==> src/rtl/defender_pkg.sv <==
// defender_pkg: game selects, PS/2 scan codes and coin FSM states for arcade_input_mapper.
package defender_pkg;
   localparam logic [7:0] MOD_DEFENDER = 8'd0;
   localparam logic [7:0] MOD_COLONY7  = 8'd1;
   localparam logic [7:0] MOD_MAYDAY   = 8'd2;
   localparam logic [7:0] MOD_JIN      = 8'd3;

   localparam logic [7:0] SC_UP = 8'h75, SC_DOWN = 8'h72, SC_LEFT = 8'h6B, SC_RIGHT = 8'h74;
   localparam logic [7:0] SC_COIN1 = 8'h76, SC_COIN1_ALT = 8'h2E, SC_COIN2 = 8'h36;
   localparam logic [7:0] SC_START1 = 8'h05, SC_START1_ALT = 8'h16;
   localparam logic [7:0] SC_START2 = 8'h06, SC_START2_ALT = 8'h1E;
   localparam logic [7:0] SC_FIRE_A = 8'h14, SC_FIRE_B = 8'h11, SC_FIRE_C = 8'h29, SC_FIRE_D = 8'h12;
   localparam logic [7:0] SC_P2_UP = 8'h2D, SC_P2_DOWN = 8'h2B, SC_P2_LEFT = 8'h23, SC_P2_RIGHT = 8'h34;
   localparam logic [7:0] SC_FIRE2_A = 8'h1C, SC_FIRE2_B = 8'h1B, SC_FIRE2_C = 8'h21, SC_FIRE2_D = 8'h1D;

   localparam int         NUM_KEYS = 20;
   localparam logic [4:0] KEY_NONE = 5'd31;

   typedef enum logic [1:0] {COIN_IDLE, COIN_PULSE, COIN_HOLD, COIN_WAIT_REL} coin_state_t;

   // Latch slots 7:0 and 19:12 follow the joystick word order R,L,D,U,F1..F4 so they OR directly.
   function automatic logic [4:0] key_index(input logic [7:0] code);
      case (code)
         SC_RIGHT:                 return 5'd0;
         SC_LEFT:                  return 5'd1;
         SC_DOWN:                  return 5'd2;
         SC_UP:                    return 5'd3;
         SC_FIRE_A:                return 5'd4;
         SC_FIRE_B:                return 5'd5;
         SC_FIRE_C:                return 5'd6;
         SC_FIRE_D:                return 5'd7;
         SC_COIN1, SC_COIN1_ALT:   return 5'd8;
         SC_COIN2:                 return 5'd9;
         SC_START1, SC_START1_ALT: return 5'd10;
         SC_START2, SC_START2_ALT: return 5'd11;
         SC_P2_RIGHT:              return 5'd12;
         SC_P2_LEFT:               return 5'd13;
         SC_P2_DOWN:               return 5'd14;
         SC_P2_UP:                 return 5'd15;
         SC_FIRE2_A:               return 5'd16;
         SC_FIRE2_B:               return 5'd17;
         SC_FIRE2_C:               return 5'd18;
         SC_FIRE2_D:               return 5'd19;
         default:                  return KEY_NONE;
      endcase
   endfunction
endpackage

==> src/rtl/coin_shaper.sv <==
// coin_shaper: turns the raw coin source into a pulse of at least COIN_MIN_CYC and at most
// COIN_MAX_CYC cycles; a held source is cut off and must be released before the next coin.
module coin_shaper
   import defender_pkg::*;
#(
   parameter int COIN_MIN_CYC = 2400000,
   parameter int COIN_MAX_CYC = 4800000
) (
   input  logic clk_sys,
   input  logic reset_n,
   input  logic src,
   output logic coin
);
   localparam int            CW       = $clog2(COIN_MAX_CYC + 1);
   localparam logic [CW-1:0] MIN_LAST = CW'(COIN_MIN_CYC - 1);
   localparam logic [CW-1:0] MAX_LAST = CW'(COIN_MAX_CYC - 1);

   coin_state_t   r_state;
   logic [CW-1:0] r_cnt;
   logic          r_src_d;
   logic          r_coin;
   logic [CW-1:0] w_cnt_inc;

   assign w_cnt_inc = &r_cnt ? r_cnt : r_cnt + CW'(1);
   assign coin      = r_coin;

   always_ff @(posedge clk_sys or negedge reset_n) begin
      if (!reset_n) begin
         r_state <= COIN_IDLE;
         r_cnt   <= '0;
         r_src_d <= 1'b0;
         r_coin  <= 1'b0;
      end else begin
         r_src_d <= src;
         case (r_state)
            COIN_IDLE: if (src && !r_src_d) begin
               r_state <= COIN_PULSE;
               r_cnt   <= '0;
               r_coin  <= 1'b1;
            end
            COIN_PULSE: begin
               r_cnt <= w_cnt_inc;
               if (r_cnt >= MIN_LAST) begin
                  r_state <= src ? COIN_HOLD : COIN_IDLE;
                  r_coin  <= src;
               end
            end
            COIN_HOLD: begin
               r_cnt <= w_cnt_inc;
               if (!src) begin
                  r_state <= COIN_IDLE;
                  r_coin  <= 1'b0;
               end else if (r_cnt >= MAX_LAST) begin
                  r_state <= COIN_WAIT_REL;
                  r_coin  <= 1'b0;
               end
            end
            default: if (!src) r_state <= COIN_IDLE;
         endcase
      end
   end
endmodule

==> src/rtl/arcade_input_mapper.sv <==
// arcade_input_mapper: MiSTer keyboard/joystick to Williams in0/in1/in2 port bytes.
// Holds the keyboard button latches, merges sources and selects the per-game bit layout.
module arcade_input_mapper
   import defender_pkg::*;
#(
   parameter int COIN_MIN_CYC = 2400000,
   parameter int COIN_MAX_CYC = 4800000
) (
   input  logic        clk_sys,
   input  logic        reset_n,
   input  logic [10:0] ps2_key,
   input  logic [31:0] joy1,
   input  logic [31:0] joy2,
   input  logic [7:0]  mod,
   input  logic [7:0]  dip0,
   input  logic [7:0]  dip1,
   input  logic [7:0]  dip2,
   output logic [7:0]  in0,
   output logic [7:0]  in1,
   output logic [7:0]  in2
);
   logic [NUM_KEYS-1:0] r_keys;
   logic                r_old_tgl;
   logic                r_primed;
   logic [4:0]          w_idx;
   logic [7:0]          w_g, w_in1, w_in2;
   logic                w_up, w_dn, w_lf, w_rt, w_fa, w_fb, w_fc, w_fd;
   logic                w_s1, w_s2, w_src, w_coin, w_unused;

   assign w_idx    = key_index(ps2_key[7:0]);
   assign w_g      = r_keys[7:0] | joy1[7:0] | r_keys[19:12] | joy2[7:0];
   assign {w_fd, w_fc, w_fb, w_fa, w_up, w_dn, w_lf, w_rt} = w_g;
   assign w_s1     = r_keys[10] | joy1[8] | joy2[8];
   assign w_s2     = r_keys[11] | joy1[9] | joy2[9];
   assign w_src    = r_keys[8] | r_keys[9] | joy1[10] | joy2[10];
   assign w_unused = &{1'b0, ps2_key[8], joy1[31:11], joy2[31:11]};

   always_comb begin
      w_in1 = '0;
      w_in2 = '0;
      case (mod)
         MOD_DEFENDER: begin
            w_in1 = {w_dn, w_lf | w_rt, w_s1, w_s2, w_fd, w_fc, w_fb, w_fa};
            w_in2 = {7'b0, w_up};
         end
         MOD_COLONY7: begin
            w_in1 = {w_fb, w_fa, w_s1, w_s2, w_up, w_lf, w_rt, w_dn};
            w_in2 = {7'b0, w_fc};
         end
         MOD_MAYDAY: begin
            w_in1 = {w_dn, 1'b0, w_s1, w_s2, w_fb, w_fc, w_rt, w_fa};
            w_in2 = {7'b0, w_up};
         end
         MOD_JIN: w_in1 = {w_fb, w_fa, w_s1, w_s2, w_rt, w_lf, w_dn, w_up};
         default: ;
      endcase
   end

   // The first edge after reset only samples the toggle, so a stale toggle level is not an event.
   always_ff @(posedge clk_sys or negedge reset_n) begin
      if (!reset_n) begin
         r_keys    <= '0;
         r_old_tgl <= 1'b0;
         r_primed  <= 1'b0;
      end else begin
         r_old_tgl <= ps2_key[10];
         r_primed  <= 1'b1;
         if (r_primed && (ps2_key[10] != r_old_tgl) && (w_idx != KEY_NONE))
            r_keys[w_idx] <= ps2_key[9];
      end
   end

   always_ff @(posedge clk_sys or negedge reset_n) begin
      if (!reset_n) begin
         in0 <= '0;
         in1 <= '0;
         in2 <= '0;
      end else begin
         in0 <= dip0 | {3'b0, w_coin, 4'b0};
         in1 <= dip1 | w_in1;
         in2 <= dip2 | w_in2;
      end
   end

   coin_shaper #(
      .COIN_MIN_CYC(COIN_MIN_CYC),
      .COIN_MAX_CYC(COIN_MAX_CYC)
   ) u_coin (
      .clk_sys(clk_sys),
      .reset_n(reset_n),
      .src    (w_src),
      .coin   (w_coin)
   );
endmodule

==> config.mk <==
export PLATFORM = sky130hd
export DESIGN_NAME = arcade_input_mapper
export DESIGN_NICKNAME = d
export VERILOG_FILES = /design/src/rtl/defender_pkg.sv /design/src/rtl/coin_shaper.sv /design/src/rtl/arcade_input_mapper.sv
export SDC_FILE = /design/constraint.sdc
export NUM_CORES = 1
export LEC_CHECK = 0
export ABC_AREA = 1
export ABC_CLOCK_PERIOD_IN_PS = 1550
export CORE_MARGIN = 2
export CORE_UTILIZATION = 43
export CTS_BUF_LIST = sky130_fd_sc_hd__clkbuf_8 sky130_fd_sc_hd__clkbuf_16
export CTS_CLUSTER_DIAMETER = 30
export DETAILED_ROUTE_END_ITERATION = 10
export PLACE_DENSITY = 0.73
export SYNTH_ARGS = -nofsm -noshare
export SYNTH_HDL_FRONTEND = slang
export SYNTH_SLANG_ARGS = --single-unit
==> constraint.sdc <==
create_clock -name clk_sys -period 1.55 [get_ports clk_sys]
set_input_delay 0.3875 -clock clk_sys [delete_from_list [all_inputs] [get_ports clk_sys]]
set_output_delay 0.3875 -clock clk_sys [all_outputs]
set_load 0.02 [all_outputs]
==> impl_metrics.prom, run 1 <==
# TYPE chip_impl_metric gauge
chip_impl_metric{name="drt.antenna.violating_nets",unit=""} 0
chip_impl_metric{name="switching_power",unit="W"} 0.002111
chip_impl_metric{name="share_comb_of_total_power",unit="%"} 37.2
chip_impl_metric{name="die-height",unit="um"} 106.0
chip_impl_metric{name="final-hold-violation-count",unit=""} 0
chip_impl_metric{name="seqPwrFrac",unit="%"} 36.2
chip_impl_metric{name="layout-area-overhead-vs-synth",unit="%"} 53.74
chip_impl_metric{name="power_per_cell_area",unit="nW/um^2"} 836.9
chip_impl_metric{name="power_leakage",unit="nW"} 3.336
chip_impl_metric{name="synth-seq-area-share",unit="%"} 40.86
chip_impl_metric{name="dp_hpwl",unit="mm"} 10.36
chip_impl_metric{name="arrival",unit="ns"} 1.91
chip_impl_metric{name="share_of_the_core_filled_with_cells_in_the_final_layout",unit="%"} 67.18
chip_impl_info{name="ctsRootBufferMaster",value="sky130_fd_sc_hd__clkbuf_8"} 1
chip_impl_metric{name="nFillCells",unit=""} 845
chip_impl_metric{name="port_buffers",unit=""} 89
chip_impl_metric{name="synth_area_in_compound_gates",unit="%"} 6.437
chip_impl_metric{name="layout_worst_path_cycle_share",unit="%"} 104.8
chip_impl_metric{name="post_synth_mux_area_share",unit="%"} 0
chip_impl_metric{name="cts_max_level",unit=""} 3
chip_impl_metric{name="drt_drc_violations_left",unit=""} 0
chip_impl_metric{name="grt_remaining_overflow",unit=""} 0
chip_impl_metric{name="synthesis.instances",unit=""} 644
chip_impl_metric{name="vias_in_the_first_global_route",unit=""} 4889
chip_impl_metric{name="cts_buffers",unit=""} 9
chip_impl_info{name="startpoint",value="u_coin.r_state[1]"} 1
chip_impl_metric{name="routed-via-count",unit=""} 5116
chip_impl_metric{name="nets",unit=""} 960
chip_impl_metric{name="die_width",unit="um"} 106.0
chip_impl_metric{name="power.ir.vdd_worst",unit="mV"} 0.9008
chip_impl_metric{name="viasPerCell",unit=""} 5.183
chip_impl_metric{name="maximum_number_of_pins_on_one_net_before_global_route_repair",unit=""} 41
chip_impl_metric{name="yosys.area.top_type_share",unit="%"} 40.86
chip_impl_metric{name="max_freq",unit="MHz"} 615.5
chip_impl_metric{name="clock-sinks",unit=""} 73
chip_impl_info{name="timing.hold.worst.class",value="in2reg"} 1
chip_impl_metric{name="layout-drive-gt1-share",unit="%"} 27.85
chip_impl_metric{name="grt_first_pass_wirelength",unit="mm"} 22.54
chip_impl_metric{name="yosysWarningCount",unit=""} 0
chip_impl_info{name="cp_common_cell",value="sky130_fd_sc_hd__nand4_1"} 1
chip_impl_metric{name="die_area",unit="um^2"} 11230
chip_impl_metric{name="grt.total_usage",unit="%"} 24.93
chip_impl_metric{name="ys_async_sr_fraction",unit="%"} 100.0
chip_impl_metric{name="power_switching_share",unit="%"} 36.70
chip_impl_metric{name="clock_skew",unit="ns"} 0.01234
chip_impl_metric{name="count_of_maximum_capacitance_violations",unit=""} 0
chip_impl_metric{name="fp-row-count",unit=""} 37
chip_impl_info{name="yosysMostFrequentCell",value="sky130_fd_sc_hd__nand2_1"} 1
chip_impl_info{name="violations",value="setup timing"} 1
chip_impl_metric{name="synth_enable_flop_cells",unit=""} 0
chip_impl_metric{name="synth.avg_cell_area",unit="um^2"} 6.942
chip_impl_metric{name="drt_iter0_drc",unit=""} 303
chip_impl_metric{name="min_period",unit="ns"} 1.625
chip_impl_metric{name="design.portCount",unit=""} 133
chip_impl_metric{name="synth_cell_area",unit="um^2"} 4471
chip_impl_info{name="synthTopCellsByArea",value="sky130_fd_sc_hd__dfrtp_1, sky130_fd_sc_hd__nand2_1, sky130_fd_sc_hd__nand3_1"} 1
chip_impl_metric{name="critical_path_peak_fanout",unit=""} 16
chip_impl_info{name="setup.worst_path.class",value="reg2reg"} 1
chip_impl_metric{name="finalSetupViolations",unit=""} 23
chip_impl_metric{name="cell_internal_pwr",unit="W"} 0.003641
chip_impl_metric{name="drtPass1Iterations",unit=""} 5
chip_impl_metric{name="power.clock.fraction",unit="%"} 26.6
chip_impl_info{name="cp_cell_sequence",value="inv_2, ha_4, nand4_1, nor3_2, nand4_1, nand2_2, buf_8, nand2_1, o21ai_1"} 1
chip_impl_metric{name="final-max-slew-violation-count",unit=""} 0
chip_impl_info{name="synth_area_leader_cell",value="sky130_fd_sc_hd__dfrtp_1"} 1
chip_impl_metric{name="avgRoutedWirePerCell",unit="um"} 14.20
chip_impl_info{name="status",value="finished with violations"} 1
chip_impl_info{name="synthTopCellsByCount",value="sky130_fd_sc_hd__nand2_1, sky130_fd_sc_hd__nor2_1, sky130_fd_sc_hd__inv_1, sky130_fd_sc_hd__dfrtp_1, sky130_fd_sc_hd__nand3_1"} 1
chip_impl_metric{name="wirelength",unit="mm"} 14.02
chip_impl_metric{name="worstSkewPairLatency",unit="ns"} 0.37
chip_impl_metric{name="path_clk_slew",unit="ns"} 0.08
chip_impl_metric{name="seq_cells_post_synth",unit=""} 73
chip_impl_metric{name="fin_ws",unit="ns"} -0.07465
chip_impl_metric{name="synth_simple_gate_area_share",unit="%"} 40.92
chip_impl_metric{name="core_region_area",unit="um^2"} 10230
chip_impl_metric{name="post-place-ws",unit="ns"} -0.6556
chip_impl_info{name="endpoint_kind",value="register"} 1
chip_impl_metric{name="synthAdderAreaFrac",unit="%"} 1.399
chip_impl_info{name="synth_top_family_by_area",value="simple AND/OR/NAND/NOR gates"} 1
chip_impl_info{name="dominantRegCellSynth",value="sky130_fd_sc_hd__dfrtp_1"} 1
chip_impl_info{name="rsz0062_at_grt",value="yes"} 1
chip_impl_metric{name="synth.net_count",unit=""} 758
chip_impl_metric{name="grt_antenna_before_repair",unit=""} 0
chip_impl_metric{name="gp_congestion",unit=""} 0.9552
chip_impl_info{name="cts_tree",value="built"} 1
chip_impl_metric{name="diodes",unit=""} 0
chip_impl_metric{name="floorplan.initialDensity",unit="%"} 43.70
chip_impl_info{name="min_from",value="dip2[7]"} 1
chip_impl_metric{name="crit_required",unit="ns"} 1.83
chip_impl_metric{name="synth_xor_area_share",unit="%"} 0.7837
chip_impl_info{name="kind_of_start_point_of_the_critical_path",value="register"} 1
chip_impl_info{name="worst_path_max_delay_cell",value="sky130_fd_sc_hd__dfrtp_1"} 1
chip_impl_metric{name="slowest_delay",unit="ns"} 0.36
chip_impl_info{name="r2r_start",value="u_coin.r_state[1]"} 1
chip_impl_metric{name="synth.distinct_cells",unit=""} 35
chip_impl_metric{name="clock_path_buffers",unit=""} 2
-- path summary, 6_finish.rpt --
path / to / slack [ns] / cells past startpoint
worst max-delay path: u_coin.r_cnt[20] / -0.07 / 9
worst min-delay path: in2[7] / 0.46 / 1
worst max register to register: u_coin.r_cnt[20] / -0.07 / 9
worst min register to register: r_keys[17] / 0.48 / 2
max in group asynchronous: u_coin.r_cnt[17] / 0.56 / 3
min in group asynchronous: in2[0] / 0.49 / 2
-- state kept, by name (all words and copies together) (netlist names) --
register        flops
in0                 8
in1                 8
in2                 8
r_keys             20
r_old_tgl           1
r_primed            1
u_coin.coin         1
u_coin.r_cnt       23
u_coin.r_src_d      1
u_coin.r_state      2
-- kinds of logic after synthesis --
group           count (synthesis)
fa+ha+maj                       5
other cells                     1
buf+inv                       100
compound gates                 53
flops                          73
simple gates                  408
xor+xnor                        4
-- critical path: cells and delay by family (launching register included) --
family	cells	cell delay, ns
flops	1	0.36
compound gates	1	0.09
buf+inv	2	0.23
simple gates	5	0.59
fa+ha+maj	1	0.27
-- metrics by stage --
stage	instances	cell area (um^2)	hold slack (ns)	TNS, ns	total power (W)
2_1_floorplan	644	4496	0.09191	0	0.003198
3_3_place_gp	954	6284	0.3512	-21.94	0.003993
3_5_place_dp	954	6284	0.3554	-23.68	0.004042
4_1_cts	975	6635	0.4440	-1.230	0.005601
5_1_grt	987	6873	0.4418	-3.991	0.006045
6_report	987	6873	0.4574	-1.025	0.005752
-- metal layers --
layer / GRT usage [%] / share of wire [%] / vias to the layer above
met1: 30.78 / 42 / 2377
met5: 0 / 0 / -
li1: - / - / 2509
met4: 11.37 / 3.1 / 0
met3: 3.556 / 6.0 / 31
met2: 43.18 / 49 / 199
-- area by class of cell --
class                      count  area, um^2  share of cell area (%)
tap                          136       170.2                   2.476
clock buffer                   9       123.9                   1.802
sequential                    73        1831                   26.63
inverter                      80       307.8                   4.478
multi-input combinational    471        2500                   36.37
clock inverter                 7       71.32                   1.038
timing repair buffer         211        1869                   27.20
-- cell usage in the layout, fill, tap and decap left out, types with 10 or more instances in the layout --
| master | count |
|---|---|
| sky130_fd_sc_hd__nand2_1 | 162 |
| sky130_fd_sc_hd__inv_1 | 62 |
| sky130_fd_sc_hd__nor2_1 | 58 |
| sky130_fd_sc_hd__nor2_2 | 13 |
| sky130_fd_sc_hd__dlygate4sd2_1 | 24 |
| sky130_fd_sc_hd__nand3_1 | 64 |
| sky130_fd_sc_hd__buf_4 | 111 |
| sky130_fd_sc_hd__clkdlybuf4s50_1 | 56 |
| sky130_fd_sc_hd__nor2_4 | 12 |
| sky130_fd_sc_hd__dfrtp_1 | 70 |
| sky130_fd_sc_hd__nand2_2 | 19 |
| sky130_fd_sc_hd__inv_2 | 17 |
| sky130_fd_sc_hd__nor3_1 | 10 |
| sky130_fd_sc_hd__nand4_1 | 34 |
| sky130_fd_sc_hd__a21oi_1 | 12 |
| sky130_fd_sc_hd__o21ai_0 | 24 |
-- power groups by stage --
stage               registers [W]  logic [W]  clock network (W)
global placement          0.00212    0.00188                  0
finish                    0.00208    0.00214            0.00153
detailed placement        0.00212    0.00192                  0
CTS                       0.00208    0.00198            0.00154
floorplan                 0.00218    0.00102                  0
global route              0.00210    0.00233            0.00162
-- timing repair --
| item | 4_1_cts | 5_1_grt |
|---|---|---|
| cloned | 1 | 2 |
| resized for setup | 90 | 63 |
| hold buffers | 1 | 0 |
| setup buffers | 3 | 10 |
| pin swaps | 7 | 18 |
| setup endpoints to repair | 70 | 47 |
| endpoints found under the hold margin | 27 | 0 |
Note: power is estimated with default switching activity, not from simulation.
==> inputs of run 2 (changes only) <==
- ABC_CLOCK_PERIOD_IN_PS: 1550 -> not set
- CORE_UTILIZATION: 43 -> 45
- DONT_BUFFER_PORTS: not set -> 1
- GPL_ROUTABILITY_DRIVEN: not set -> 0
- PLACE_DENSITY: 0.73 -> 0.58
==> impl_metrics.prom, run 2 (synthesized netlist as in run 1, its figures left out) <==
# TYPE chip_impl_metric gauge
chip_impl_metric{name="power_per_cell_area",unit="nW/um^2"} 957.3
chip_impl_info{name="violations",value="hold timing, setup timing"} 1
chip_impl_metric{name="die-height",unit="um"} 103.7
chip_impl_metric{name="layout-drive-gt1-share",unit="%"} 25.66
chip_impl_metric{name="vias_in_the_first_global_route",unit=""} 4315
chip_impl_metric{name="instances_no_fill",unit=""} 885
chip_impl_metric{name="share_comb_of_total_power",unit="%"} 34.0
chip_impl_metric{name="drt.antenna.violating_nets",unit=""} 0
chip_impl_metric{name="post-place-ws",unit="ns"} -0.2974
chip_impl_info{name="status",value="finished with violations"} 1
chip_impl_metric{name="arrival",unit="ns"} 1.89
chip_impl_metric{name="power_leakage",unit="nW"} 2.865
chip_impl_metric{name="grt_antenna_before_repair",unit=""} 0
chip_impl_info{name="layout.cells.most_common",value="sky130_fd_sc_hd__nand2_1"} 1
chip_impl_metric{name="core_region_area",unit="um^2"} 9729
chip_impl_metric{name="layout_worst_path_cycle_share",unit="%"} 107.2
chip_impl_metric{name="diodes",unit=""} 0
chip_impl_info{name="kind_of_start_point_of_the_critical_path",value="register"} 1
chip_impl_metric{name="seqPwrFrac",unit="%"} 38.7
chip_impl_metric{name="wirelength",unit="mm"} 12.57
chip_impl_info{name="timing.hold.worst.class",value="in2async"} 1
chip_impl_metric{name="worst_hold_slack",unit="ns"} -0.2795
chip_impl_metric{name="fin_ws",unit="ns"} -0.1116
chip_impl_metric{name="nFillCells",unit=""} 892
chip_impl_metric{name="drt_iter0_drc",unit=""} 244
chip_impl_metric{name="critical_path_peak_fanout",unit=""} 16
chip_impl_metric{name="power.ir.vdd_worst",unit="mV"} 0.5676
chip_impl_metric{name="final-max-slew-violation-count",unit=""} 0
chip_impl_metric{name="placedInstanceArea",unit="um^2"} 5341
chip_impl_metric{name="count_of_maximum_capacitance_violations",unit=""} 0
chip_impl_metric{name="cell_internal_pwr",unit="W"} 0.003544
chip_impl_metric{name="power.clock.fraction",unit="%"} 27.3
chip_impl_metric{name="grt.total_usage",unit="%"} 23.61
chip_impl_info{name="critPathCapture",value="u_coin.r_cnt[17]"} 1
chip_impl_metric{name="cts_max_level",unit=""} 3
chip_impl_metric{name="path_clk_slew",unit="ns"} 0.08
chip_impl_info{name="top_register",value="u_coin.r_cnt"} 1
chip_impl_metric{name="maximum_number_of_pins_on_one_net_before_global_route_repair",unit=""} 74
chip_impl_info{name="most-common-layout-cells",value="sky130_fd_sc_hd__nand2_1, sky130_fd_sc_hd__buf_4, sky130_fd_sc_hd__nor2_1, sky130_fd_sc_hd__inv_1, sky130_fd_sc_hd__dfrtp_1"} 1
chip_impl_metric{name="port_buffers",unit=""} 0
chip_impl_metric{name="clock-sinks",unit=""} 73
chip_impl_info{name="rsz0062_at_grt",value="yes"} 1
chip_impl_metric{name="setup.reg_to_reg.worst_slack",unit="ns"} -0.11
chip_impl_metric{name="worstSkewPairLatency",unit="ns"} 0.35
chip_impl_metric{name="largest_reg_flops",unit=""} 23
chip_impl_metric{name="drt_drc_violations_left",unit=""} 0
chip_impl_info{name="endpoint_kind",value="register"} 1
chip_impl_metric{name="grt_remaining_overflow",unit=""} 0
chip_impl_metric{name="dp_hpwl",unit="mm"} 9.527
chip_impl_metric{name="power_switching_share",unit="%"} 36.13
chip_impl_metric{name="viasPerCell",unit=""} 5.240
chip_impl_metric{name="design.portCount",unit=""} 133
chip_impl_metric{name="die_area",unit="um^2"} 10750
chip_impl_metric{name="routed-via-count",unit=""} 4637
chip_impl_metric{name="cts_buffers",unit=""} 9
chip_impl_metric{name="floorplan.initialDensity",unit="%"} 45.95
chip_impl_metric{name="clock_path_buffers",unit=""} 2
chip_impl_metric{name="min_period",unit="ns"} 1.662
chip_impl_info{name="cts_tree",value="built"} 1
chip_impl_metric{name="finalSetupViolations",unit=""} 26
chip_impl_metric{name="place.detailed.instances",unit=""} 857
chip_impl_info{name="largest_registers",value="u_coin.r_cnt x23, r_keys x20"} 1
chip_impl_info{name="startpoint",value="u_coin.r_state[1]"} 1
chip_impl_metric{name="max_freq",unit="MHz"} 601.8
chip_impl_info{name="ctsRootBufferMaster",value="sky130_fd_sc_hd__clkbuf_8"} 1
chip_impl_info{name="worst_r2r_endpoint",value="u_coin.r_cnt[17]"} 1
chip_impl_metric{name="drtPass1Iterations",unit=""} 5
chip_impl_metric{name="final-hold-violation-count",unit=""} 73
chip_impl_metric{name="crit_required",unit="ns"} 1.78
chip_impl_metric{name="worstRegToRegCells",unit=""} 8
chip_impl_metric{name="layout-area-overhead-vs-synth",unit="%"} 29.64
chip_impl_metric{name="grt_first_pass_wirelength",unit="mm"} 20.85
chip_impl_metric{name="die_width",unit="um"} 103.7
chip_impl_info{name="setup.worst_path.class",value="reg2reg"} 1
chip_impl_metric{name="switching_power",unit="W"} 0.002004
chip_impl_info{name="r2r_start",value="u_coin.r_state[1]"} 1
chip_impl_metric{name="final_cell_area",unit="um^2"} 5796
chip_impl_metric{name="avgRoutedWirePerCell",unit="um"} 14.20
chip_impl_metric{name="fp-row-count",unit=""} 36
chip_impl_metric{name="nets",unit=""} 862
chip_impl_metric{name="clock_skew",unit="ns"} 0.007608
run 2: changes by cell type in the layout (fill, tap and decap cells not counted), sizes merged:
| cell | change |
|---|---|
| buf | -12 |
| clkbuf | -5 |
| clkdlybuf4s50 | -56 |
| clkinv | +1 |
| dlygate4sd2 | -24 |
| dlygate4sd3 | -1 |
| inv | -2 |
run 2: area by class of cell:
cell class,instances,area [um^2],share of cell area [%]
inverter,80,305.3,5.268
timing repair buffer,113,905.9,15.63
clock buffer,9,123.9,2.137
clock inverter,6,68.82,1.187
sequential,73,1834,31.65
tap,133,166.4,2.871
multi-input combinational,471,2391,41.26
run 2: power by group through the flow:
| stage | Combinational (W) | Sequential (W) | Clock [W] |
|---|---|---|---|
| global placement | 0.00165 | 0.00218 | 0 |
| finish | 0.00188 | 0.00215 | 0.00152 |
| CTS | 0.00173 | 0.00214 | 0.00155 |
| detailed placement | 0.00168 | 0.00218 | 0 |
| global route | 0.00209 | 0.00216 | 0.00162 |
| floorplan | 0.00102 | 0.00218 | 0 |
run 2: per-layer routing:
layer  vias up  global-route usage, %  routed length, um
li1       2312                      -                  -
met1      2126                  33.43               5865
met2       177                  36.19               5551
met3        22                  4.972                916
met4         0                  7.722                235
met5         -                      0                  0
run 2: how the worst min path moves through the flow:
stage	from	cells after the start	endpoint	slack, ns
2_1_floorplan	reset_n	0	in0[0]	0.09
3_3_place_gp	reset_n	0	u_coin.r_src_d	0.09
4_1_cts	reset_n	0	in0[4]	-0.29
6_report	reset_n	0	in0[4]	-0.28
5_1_grt	reset_n	0	in1[3]	-0.30
3_5_place_dp	reset_n	0	in0[4]	0.09
run 2: worst max-delay path, cell delays in order, from the launching register on:
cell	delay, ns
sky130_fd_sc_hd__dfrtp_1	0.37
sky130_fd_sc_hd__inv_2	0.07
sky130_fd_sc_hd__ha_4	0.27
sky130_fd_sc_hd__nand4_1	0.09
sky130_fd_sc_hd__nor3_2	0.12
sky130_fd_sc_hd__nand4_1	0.17
sky130_fd_sc_hd__nand2_4	0.18
sky130_fd_sc_hd__buf_12	0.16
sky130_fd_sc_hd__o21ai_0	0.09
run 2: timing repair:
action / 4_1_cts / 5_1_grt
setup endpoints to repair: 26 / 26
gates resized for setup: 5 / 54
pin swaps: 2 / 9
endpoints found under the hold margin: 73 / 73
buffers inserted: 0 / 13
run 2: through the flow:
step                      utilization (%)  power (W)  TNS [ns]
after global placement              54.90   0.003820    -6.689
after detailed placement            54.90   0.003856    -8.774
final                               59.57   0.005548    -2.081
after global routing                59.57   0.005874    -4.480
after floorplan                         -   0.003198         0
after CTS                           57.01   0.005424    -2.864
==> inputs of run 3 (changes only) <==
- CORE_UTILIZATION: 45 -> 55
- GPL_TIMING_DRIVEN: not set -> 0
- PLACE_DENSITY: 0.58 -> 0.69
==> impl_metrics.prom, run 3 (synthesized netlist as in run 1, its figures left out) <==
# TYPE chip_impl_metric gauge
chip_impl_metric{name="share_of_the_core_filled_with_cells_in_the_final_layout",unit="%"} 68.86
chip_impl_info{name="layout.cells.most_common",value="sky130_fd_sc_hd__nand2_1"} 1
chip_impl_metric{name="tightest_slew",unit="ns"} 0.7547
chip_impl_metric{name="viasPerCell",unit=""} 5.851
chip_impl_metric{name="final-max-slew-violation-count",unit=""} 0
chip_impl_metric{name="wl_met3",unit="mm"} 1.221
chip_impl_metric{name="drt.antenna.violating_nets",unit=""} 0
chip_impl_metric{name="relSlewSlack",unit="%"} 49.22
chip_impl_metric{name="power_leakage",unit="nW"} 2.580
chip_impl_metric{name="grt.total_usage",unit="%"} 28.96
chip_impl_metric{name="drtPass1Iterations",unit=""} 8
chip_impl_info{name="most-common-layout-cells",value="sky130_fd_sc_hd__nand2_1, sky130_fd_sc_hd__inv_1, sky130_fd_sc_hd__dfrtp_1"} 1
chip_impl_metric{name="post-place-ws",unit="ns"} -0.3803
chip_impl_metric{name="instances_no_fill",unit=""} 792
chip_impl_metric{name="nets",unit=""} 799
chip_impl_metric{name="setup_total_neg_slack",unit="ns"} -2.572
chip_impl_info{name="violations",value="hold timing, setup timing"} 1
chip_impl_metric{name="path_clk_slew",unit="ns"} 0.09
chip_impl_metric{name="crit_required",unit="ns"} 1.81
chip_impl_metric{name="port_buffers",unit=""} 0
chip_impl_metric{name="power_per_cell_area",unit="nW/um^2"} 1075
chip_impl_metric{name="min_period",unit="ns"} 1.692
chip_impl_metric{name="worstSkewPairLatency",unit="ns"} 0.37
chip_impl_info{name="rsz0062_at_grt",value="yes"} 1
chip_impl_metric{name="met2RoutedLength",unit="mm"} 5.819
chip_impl_metric{name="drt_drc_violations_left",unit=""} 0
chip_impl_metric{name="wl_met1",unit="mm"} 5.712
chip_impl_metric{name="floorplan.initialDensity",unit="%"} 57.26
chip_impl_metric{name="wirelength",unit="mm"} 13.02
chip_impl_metric{name="clock_path_buffers",unit=""} 2
chip_impl_metric{name="critical_path_peak_fanout",unit=""} 5
chip_impl_metric{name="arrival",unit="ns"} 1.95
chip_impl_metric{name="finalSetupViolations",unit=""} 26
chip_impl_metric{name="layout-drive-gt1-share",unit="%"} 22.17
chip_impl_metric{name="core_region_area",unit="um^2"} 7807
chip_impl_metric{name="largest_reg_flops",unit=""} 23
chip_impl_metric{name="fp-row-count",unit=""} 32
chip_impl_info{name="timing.hold.worst.class",value="in2async"} 1
chip_impl_metric{name="drt_iter0_drc",unit=""} 480
chip_impl_info{name="status",value="finished with violations"} 1
chip_impl_metric{name="grt_antenna_before_repair",unit=""} 0
chip_impl_metric{name="p_total",unit="W"} 0.005779
chip_impl_metric{name="layout_worst_path_cycle_share",unit="%"} 109.1
chip_impl_metric{name="max_freq",unit="MHz"} 591.2
chip_impl_info{name="ctsRootBufferMaster",value="sky130_fd_sc_hd__clkbuf_8"} 1
chip_impl_metric{name="vias_in_the_first_global_route",unit=""} 4189
chip_impl_metric{name="routed-via-count",unit=""} 4634
chip_impl_metric{name="maximum_number_of_pins_on_one_net_before_global_route_repair",unit=""} 74
chip_impl_metric{name="die_width",unit="um"} 94.16
chip_impl_info{name="cts_tree",value="built"} 1
chip_impl_metric{name="worst_hold_slack",unit="ns"} -0.3015
chip_impl_metric{name="final-hold-violation-count",unit=""} 73
chip_impl_metric{name="nFillCells",unit=""} 661
chip_impl_metric{name="cts_buffers",unit=""} 9
chip_impl_info{name="kind_of_start_point_of_the_critical_path",value="register"} 1
chip_impl_metric{name="count_of_maximum_capacitance_violations",unit=""} 0
chip_impl_metric{name="grt_first_pass_wirelength",unit="mm"} 20.02
chip_impl_info{name="setup.worst_path.class",value="reg2reg"} 1
chip_impl_metric{name="place.detailed.instances",unit=""} 746
chip_impl_info{name="endpoint_kind",value="register"} 1
chip_impl_metric{name="cts_max_level",unit=""} 3
chip_impl_metric{name="die_area",unit="um^2"} 8865
chip_impl_info{name="top_register",value="u_coin.r_cnt"} 1
chip_impl_metric{name="grt_remaining_overflow",unit=""} 0
chip_impl_info{name="largest_registers",value="u_coin.r_cnt x23, r_keys x20"} 1
chip_impl_metric{name="avgRoutedWirePerCell",unit="um"} 16.44
chip_impl_metric{name="layout-area-overhead-vs-synth",unit="%"} 20.26
chip_impl_metric{name="fin_ws",unit="ns"} -0.1416
chip_impl_metric{name="dp_hpwl",unit="mm"} 8.852
chip_impl_metric{name="clock_skew",unit="ns"} 0.009578
chip_impl_metric{name="power.ir.vdd_worst",unit="mV"} 0.7335
chip_impl_metric{name="clock-sinks",unit=""} 73
chip_impl_info{name="uppermost_routed_layer",value="met4"} 1
chip_impl_metric{name="diodes",unit=""} 0
chip_impl_metric{name="design.portCount",unit=""} 133
chip_impl_metric{name="die-height",unit="um"} 94.16
==> run 3: area by class of cell <==
class | instances | area, um^2 | share of cell area, %
Buffer | 20 | 162.7 | 3.025
Clock buffer | 10 | 137.6 | 2.560
Clock inverter | 6 | 73.82 | 1.373
Inverter | 80 | 310.3 | 5.771
Multi-Input combinational cell | 471 | 2486 | 46.24
Sequential cell | 73 | 1842 | 34.26
Tap cell | 102 | 127.6 | 2.374
Timing Repair Buffer | 30 | 236.5 | 4.398
==> run 3: path summary, 6_finish.rpt <==
kind                            slack (ns)  cells after the start         startpoint                to
max in group asynchronous             1.71                      0            reset_n  u_coin.r_cnt[12]
worst min register to register        0.47                      2        u_coin.coin       u_coin.coin
worst min-delay path                 -0.30                      0            reset_n  u_coin.r_cnt[20]
min in group clk_sys                  0.04                      0            dip2[4]            in2[4]
worst max register to register       -0.14                     10  u_coin.r_state[0]  u_coin.r_cnt[11]
worst max-delay path                 -0.14                     10  u_coin.r_state[0]  u_coin.r_cnt[11]
==> run 3: repair_timing <==
item | in CTS | in global routing
setup endpoints to repair | 26 | 32
gates resized for setup | 37 | 71
setup buffers | 16 | 13
pin swaps | 8 | 14
endpoints found under the hold margin | 73 | 73
gates cloned | 1 | 0
==> run 3: critical path, stage by stage (launching register included) <==
cell and delay (ns):
sky130_fd_sc_hd__dfrtp_1 0.38, sky130_fd_sc_hd__inv_2 0.06, sky130_fd_sc_hd__ha_4 0.27, sky130_fd_sc_hd__nand4_1 0.10
sky130_fd_sc_hd__nor3_1 0.16, sky130_fd_sc_hd__nand4_1 0.12, sky130_fd_sc_hd__nand2_2 0.16, sky130_fd_sc_hd__inv_4 0.07
sky130_fd_sc_hd__buf_6 0.13, sky130_fd_sc_hd__nand3b_1 0.08, sky130_fd_sc_hd__nand2_1 0.05
==> run 3: stage by stage <==
stage               hold WS (ns)  instance area [um^2]
finish                   -0.3015                  5376
global route             -0.3177                  5376
CTS                      -0.3071                  5059
detailed placement       0.09344                  4623
global placement         0.09325                  4623
floorplan                0.09191                  4496
==> run 3: where the power goes <==
part	leakage [nW]	internal, W	switching (W)
Combinational	1.55	0.000733	0.00126
Sequential	0.928	0.00202	0.000127
Clock	0.101	0.000807	0.000827
Total	2.58	0.00356	0.00222
==> run 3: routing by layer <==
metal	GRT usage, %	vias to the layer above
met5	0	-
met4	10.27	0
met3	6.982	36
met2	43.33	265
met1	40.85	2138
li1	-	2195
